File: src/rtl/shift_add_multiplier_pkg.sv
// Shared constants and state encoding for the shift-and-add multiplier.
package shift_add_multiplier_pkg;

    localparam int unsigned MUL_WIDTH = 4;

    typedef enum logic [1:0] {
        IDLE = 2'd0,
        RUN  = 2'd1,
        DONE = 2'd2
    } state_t;

endpackage : shift_add_multiplier_pkg

File: src/rtl/Ripple_carry_adder.sv
// Existing 4-bit ripple-carry adder used as the add stage.
module Ripple_carry_adder (
    input  logic [3:0] a,
    input  logic [3:0] b,
    input  logic       cin,
    output logic [3:0] sum,
    output logic       cout
);

    logic [4:0] w_carry;

    assign w_carry[0] = cin;

    // One full-adder cell per bit, carry rippling upward.
    for (genvar i = 0; i < 4; i++) begin : g_fa
        assign sum[i]       = a[i] ^ b[i] ^ w_carry[i];
        assign w_carry[i+1] = (a[i] & b[i]) | (w_carry[i] & (a[i] ^ b[i]));
    end

    assign cout = w_carry[4];

endmodule : Ripple_carry_adder

File: src/rtl/shift_add_multiplier.sv
// Sequential unsigned multiplier: one multiplier bit per cycle via shift-and-add.
module shift_add_multiplier
    import shift_add_multiplier_pkg::*;
#(
    parameter int unsigned WIDTH = MUL_WIDTH
) (
    input  logic                 clk,
    input  logic                 rst_n,
    input  logic                 start,
    input  logic [WIDTH-1:0]     a,
    input  logic [WIDTH-1:0]     b,
    output logic                 busy,
    output logic                 done,
    output logic [2*WIDTH-1:0]   product
);

    localparam int unsigned CNT_W = $clog2(WIDTH + 1);

    // The add stage is a fixed 4-bit adder, so no other operand width can work.
    if (WIDTH != MUL_WIDTH) begin : g_bad_width
        $error("shift_add_multiplier: WIDTH must be %0d", MUL_WIDTH);
    end

    state_t               r_state;
    logic [WIDTH-1:0]     r_acc_hi;
    logic [WIDTH-1:0]     r_acc_lo;
    logic [WIDTH-1:0]     r_mcand;
    logic [CNT_W-1:0]     r_cnt;
    logic [2*WIDTH-1:0]   r_product;
    logic                 r_busy;
    logic                 r_done;

    logic [WIDTH-1:0]     w_addend;
    logic [WIDTH-1:0]     w_sum;
    logic                 w_cout;
    logic [2*WIDTH-1:0]   w_next_acc;

    // Add the multiplicand only when the current multiplier bit is set.
    assign w_addend   = r_acc_lo[0] ? r_mcand : '0;
    assign w_next_acc = {w_cout, w_sum, r_acc_lo[WIDTH-1:1]};

    Ripple_carry_adder u_add (
        .a    (r_acc_hi),
        .b    (w_addend),
        .cin  (1'b0),
        .sum  (w_sum),
        .cout (w_cout)
    );

    // Control FSM, iteration counter and accumulator shift register.
    always_ff @(posedge clk) begin
        if (!rst_n) begin
            r_state   <= IDLE;
            r_acc_hi  <= '0;
            r_acc_lo  <= '0;
            r_mcand   <= '0;
            r_cnt     <= '0;
            r_product <= '0;
            r_busy    <= 1'b0;
            r_done    <= 1'b0;
        end else begin
            case (r_state)
                IDLE, DONE: begin
                    r_done <= 1'b0;
                    if (start) begin
                        r_acc_hi <= '0;
                        r_acc_lo <= b;
                        r_mcand  <= a;
                        r_cnt    <= '0;
                        r_busy   <= 1'b1;
                        r_state  <= RUN;
                    end else begin
                        r_busy  <= 1'b0;
                        r_state <= IDLE;
                    end
                end
                RUN: begin
                    {r_acc_hi, r_acc_lo} <= w_next_acc;
                    r_cnt                <= r_cnt + CNT_W'(1);
                    if (r_cnt == CNT_W'(WIDTH - 1)) begin
                        r_product <= w_next_acc;
                        r_busy    <= 1'b0;
                        r_done    <= 1'b1;
                        r_state   <= DONE;
                    end
                end
                default: begin
                    r_busy  <= 1'b0;
                    r_done  <= 1'b0;
                    r_state <= IDLE;
                end
            endcase
        end
    end

    assign busy    = r_busy;
    assign done    = r_done;
    assign product = r_product;

endmodule : shift_add_multiplier

File: config.mk
export PLATFORM = sky130hd
export DESIGN_NAME = shift_add_multiplier
export DESIGN_NICKNAME = d
export VERILOG_FILES = /design/src/rtl/shift_add_multiplier_pkg.sv /design/src/rtl/Ripple_carry_adder.sv /design/src/rtl/shift_add_multiplier.sv
export SDC_FILE = /design/constraint.sdc
export NUM_CORES = 1
export LEC_CHECK = 0
export ABC_AREA = 1
export CAP_MARGIN = 5
export CORE_ASPECT_RATIO = 1.25
export CORE_UTILIZATION = 40
export CTS_CLUSTER_DIAMETER = 60
export CTS_CLUSTER_SIZE = 25
export DETAILED_ROUTE_END_ITERATION = 10
export PLACE_DENSITY_LB_ADDON = 0.2
export SKIP_CTS_REPAIR_TIMING = 1
export SYNTH_ARGS = -nofsm -noshare
export SYNTH_HDL_FRONTEND = slang
export SYNTH_HIERARCHICAL = 1
export SYNTH_SLANG_ARGS = --single-unit
File: constraint.sdc
create_clock -name clk -period 3 [get_ports clk]
set_input_delay 0.3 -clock clk [delete_from_list [all_inputs] [get_ports clk]]
set_output_delay 0.3 -clock clk [all_outputs]
set_load 0.03 [all_outputs]
==> results.md, run 1 <==
- Status: completed
- Clk pin slew, worst setup/hold paths: ~0.14 ns
- CP peak stage delay: about 0.40 ns
- CP Class: flop to flop
- Synthesis-stage register bit count: 27
- GPL Wtd Cong: 0.811
- Final Util: 0.525
- Max Cap Viol: 0
- Fin worst setup slack: between 0.6 and 0.7 ns
- Share of the synthesized area in the top cell type: 0.454
- Top cells by area, synth: dfxtp_1 (45%), inv_1 (9.1%), nand2_1 (7.6%), fa_1 (6.7%), nand3_1 (6.7%)
- GR Overflow Total: 0
- Crit-path slowest cell: fa_1
- Syn avg cell area: ~7.6 sq um
- Synth top cells by count: inv_1 (29), dfxtp_1 (27), nand2_1 (24), nor2_1 (20), nand3_1 (16)
- Cell Area, Synth: roughly 1200 sq um
- Vias/cell: approximately 4.7
- Routed wire length: 2280 um
- Routed vias: approximately 990
- Worst Hold Class: flop to flop
- CTS root buf: clkbuf_4
- Filler Cells Inserted: 288
- PwrDens: around 450 nW/um^2
- CTS Buffer Depth: 2
- Die extent in x: between 50 and 60 um
- Place WS: 0.706 ns
- Critical path endpoint category: flop
- Most common cell in the netlist: inv_1
- Total routing usage reported by global routing: 0.161
- Routed Antenna Nets: 0
- Initial DRC count: 1
- Post-DP HPWL: between 1500 and 2000 um
- Sequential share of the synthesized area: 0.454
- Post-synth EDFFs: 0
- Drt first pass iters: 4
- TritonCTS Buffers: 3
- Synth cell types: 18
- Delay-heaviest family, CP: adder cells
- WP buf/inv: 5
- Clk_lat worst skew: about 0.32 ns
- DRC: 0
- I/O Buffers: 20
- Final min period: roughly 2.3 ns
- Die area: roughly 3200 sq um
- Ports: 21
- CTS tree: yes
- Max Freq: roughly 430 MHz
- Antenna diodes: 0
- H-tree depth: 1
- Initial core utilization: 0.431
- CP Cell Sequence: nand2_1 -> inv_1 -> fa_1 -> inv_1 -> fa_1 -> inv_1 -> fa_1 -> inv_1 -> fa_1 -> inv_1 -> nand3_1 -> a21oi_1
- CP required: ~3.3 ns
- Core area: about 2800 sq um
- CP Launch Type: flop
- Post-synth top area cell: dfxtp_1
- Max FO, Critical Path: 5
- Setup violators final: 0
- CP most frequent cell: inv_1
- LEAKAGE: around 0.00064 uW
- First-pass GRT wire length: ~4000 um
- Tcrit/Tclk final: 0.773
- Hold WS: ~0.48 ns
- Pins over their slew limit: 0
- Nets@finish: 195
- Antenna violations before repair: 0
- Largest net degree at the start of global routing: 16
- Share of layout cells above drive strength 1: 0.0565
- Post-synthesis async set-or-reset flop share: 0
- Peak supply drop: roughly 230 uV
- Die Y: about 63 um
- Warnings from Yosys: 6
- Gate Count Post-Synth: approximately 160
- Area growth, synth to finish: 21.7%
- Post-Syn Nets: between 150 and 200
- Main synth FF type: dfxtp_1
- Vias in the first global route: a little under 900
- FP Rows: 21
- Total Negative Setup Slacks: 0 ns
- Clock sink count: 27
- Critical path arrival: between 2 and 3 ns
- Unrepaired setup endpoints after global routing: no
- Hold Fails Final Rpt: 0
- Wirelength per Cell: 10.8 um
- Worst Skew: 0.00354 ns
## state kept, by name (all words and copies together), names as in the netlist
register / flops
product: 8
r_acc_hi: 4
r_acc_lo: 4
r_mcand: 4
r_cnt: 3
r_state: 2
busy: 1
done: 1
## worst paths after layout
| path | from | end | slack, ns | depth (start not counted) |
|---|---|---|---|---|
| max reg2reg | r_acc_lo[0] | product[6] | 0.68 | 12 |
| max | r_acc_lo[0] | product[6] | 0.68 | 12 |
| min | busy | busy | 0.48 | 2 |
| min reg2reg | busy | busy | 0.48 | 2 |
## cell families (layout without fill, tap and decap cells)
family / count (synthesis) / count (layout) / synth area share
fa+ha+maj: 6 / 6 / 0.0883
other cells: 1 / 1 / 0.00315
simple gates: 66 / 66 / 0.246
compound gates: 22 / 22 / 0.0978
flops: 27 / 27 / 0.454
buf+inv: 34 / 55 / 0.110
## per-layer routing
metal	wire, um	global-route usage	share of wire	vias up
met5	0	0	0	-
met4	33	0.0521	0.014	0
met3	70	0.0219	0.031	4
met2	1060	0.280	0.47	20
met1	1110	0.201	0.49	446
li1	-	-	-	523
## metrics by stage
step / total power, uW / cells / area [sq um]
2_1_floorplan: 465 / 156 / 1190
3_3_place_gp: 496 / 207 / 1420
3_5_place_dp: 500 / 207 / 1420
4_1_cts: 651 / 211 / 1450
5_1_grt: 686 / 211 / 1450
6_report: 649 / 211 / 1450
## tightest hold or removal path, cell delays in order (launching register included)
cell and delay, ns:
dfxtp_1 0.34, nand2_1 0.06, a21oi_1 0.05
## layout by cell type (no fill, tap or decap), drive strengths merged, types with 2 or more instances in the layout
| cell type | instances |
|---|---|
| clkdlybuf4s50 | 20 |
| dfxtp | 27 |
| a21oi | 4 |
| nand2 | 27 |
| nand3 | 17 |
| inv | 30 |
| o22ai | 5 |
| nor2 | 21 |
| ha | 2 |
| clkbuf | 4 |
| fa | 4 |
| o21ai | 13 |
## where the power goes
group / internal, uW / total, uW / switching (uW)
clock: 52.0 / 157 / 105
combinational: 40.4 / 103 / 62.3
sequential: 377 / 389 / 12.0
total: 469 / 649 / 179
## area by class of cell
cell class,count,area (sq um),share of cell area
Inverter,30,113,0.0778
Clock buffer,4,26.3,0.0182
Multi-Input combinational cell,95,518,0.358
Tap cell,34,42.5,0.0294
Timing Repair Buffer,21,208,0.143
Sequential cell,27,541,0.373
(Power assumes the default switching activity.)
==> run 2, diff against run 1 <==
==> constraint.sdc (replaced) <==
create_clock -name clk -period 2.1 [get_ports clk]
set_input_delay 0.21 -clock clk [delete_from_list [all_inputs] [get_ports clk]]
set_output_delay 0.21 -clock clk [all_outputs]
set_load 0.03 [all_outputs]
==> results.md, run 2 (synthesis results as in run 1) <==
- FP Rows: 21 (unchanged)
- Die area: 3200 sq um (unchanged)
- Nets@finish: 196 (+0.51%)
- Largest net degree at the start of global routing: 16 (unchanged)
- Final min period: 2.18 ns (-0.140 ns)
- Fin worst setup slack: -0.0803 ns (-0.760 ns)
- GR Overflow Total: 0 (unchanged)
- Hold Fails Final Rpt: 0 (unchanged)
- CP Class: flop to flop
- Routed Antenna Nets: 0 (unchanged)
- Ports: 21 (unchanged)
- Pins over their slew limit: 0 (unchanged)
- Initial core utilization: 0.431 (unchanged)
- Status: finished, violations left
- Post-DP HPWL: 1670 um (-3.1%)
- Max Cap Viol: 0 (unchanged)
- Max reg flops: 8 (unchanged)
- Clk_lat worst skew: 0.33 ns (about the same)
- H-tree depth: 1 (unchanged)
- Vias in the first global route: 961 (+7.6%)
- Die extent in x: 50.8 um (unchanged)
- Die Y: 63.0 um (unchanged)
- Placed Instances: 208 (+0.48%)
- Max FO, Critical Path: 2 (-3)
- Core area: 2760 sq um (unchanged)
- CP Launch Type: flop
- Area growth, synth to finish: 23.9%
- Initial DRC count: 21 (+20)
- Total routing usage reported by global routing: 0.165 (+0.00381)
- Setup violators final: 2 (+2)
- Share of layout cells above drive strength 1: 0.124 (+0.0671)
- Critical path arrival: 2.46 ns (-0.12 ns)
- First-pass GRT wire length: 3950 um (-0.35%)
- Worst Skew: 0.00115 ns (-0.00239 ns)
- I/O Buffers: 20 (unchanged)
- Clock sink count: 27 (unchanged)
- GPL Wtd Cong: 0.784 (-3.3%)
- Total Negative Setup Slacks: -0.123 ns (-0.123 ns)
- Worst Hold Class: input pin to flop
- Unrepaired setup endpoints after global routing: yes
- CTS Buffer Depth: 2 (unchanged)
- Antenna diodes: 0 (unchanged)
- Post-route insts no fill: 212 (+0.47%)
- Drt first pass iters: 4 (unchanged)
- Final Cell Area: 1470 sq um (+1.8%)
- Tcrit/Tclk final: 1.04 (+0.265)
- PwrDens: 635 nW/um^2 (+42%)
- LEAKAGE: 0.000635 uW (-0.24%)
- Wirelength per Cell: 10.6 um (-2.0%)
- Routed wire length: 2240 um (-1.6%)
- Final Util: 0.534 (+0.00952)
- Failing checks: negative setup slack
- DRC: 0 (unchanged)
- Hold WS: 0.440 ns (-0.0374 ns)
- Slew margin rel.: 0.626
- Max Freq: 459 MHz (+6.4%)
- Highest-count cells in the layout ignoring fill and taps: inv_1 (25), dfxtp_1 (25), nand2_1 (24)
- Slew @ Worst Pin: ~0.56 ns
- CTS tree: yes
- Vias/cell: 4.74 (+0.73%)
- TritonCTS Buffers: 3 (unchanged)
- Clk pin slew, worst setup/hold paths: 0.14 ns (about the same)
- Critical path endpoint category: flop
- CTS root buf: clkbuf_4
- Antenna violations before repair: 0 (unchanged)
- Routed vias: 1005 (+1.2%)
- Area post-placement: 1440 sq um (+0.97%)
- CP required: 2.38 ns (-0.88 ns)
- Peak supply drop: 370 uV (+59%)
## run 2: critical path: stages (launching register included)
cell and delay, ns:
dfxtp_2 0.35, nand2_1 0.05, inv_1 0.05, fa_2 0.33
inv_2 0.06, fa_2 0.19, inv_2 0.04, fa_2 0.32
inv_2 0.06, fa_1 0.41, inv_2 0.08, nand3_2 0.07
a21oi_2 0.13
## run 2: layer usage
metal / share of wire / vias up / wire length, um / track usage
met5: 0 / - / 0 / 0
met3: 0.038 / 3 / 85 / 0.0219
met1: 0.45 / 446 / 1010 / 0.190
li1: - / 526 / - / -
met4: 0.013 / 0 / 29 / 0.0972
met2: 0.50 / 30 / 1120 / 0.283
## run 2: metrics by stage
stage / total power (uW) / setup slack [ns]
floorplan: 666 / 0.0204
global placement: 713 / -0.0574
detailed placement: 718 / -0.105
CTS: 945 / -0.141
global route: 989 / -0.196
finish: 935 / -0.0803
## run 2: layout make-up
type	instances	area [sq um]
timing repair buffer	22	215
multi-input combinational	95	534
inverter	30	113
clock buffer	4	26.3
sequential	27	543
fill	286	1280
tap	34	42.5
## run 2: worst paths after layout
kind              slack, ns           to  startpoint  cells after the start
setup reg to reg      -0.08   product[6]  r_mcand[0]                     12
setup / recovery      -0.08   product[6]  r_mcand[0]                     12
hold reg to reg        0.47   product[0]  product[0]                      2
hold / removal         0.44  r_acc_lo[2]        b[2]                      3
## run 2: where the power goes
| group | leakage [uW] | switching, uW | internal, uW | total, uW |
|---|---|---|---|---|
| logic | 0.000399 | 92.2 | 61.6 | 154 |
| registers | 0.000221 | 15.5 | 540 | 555 |
| clock network | 0.0000150 | 152 | 74.6 | 227 |
| total | 0.000635 | 260 | 676 | 935 |
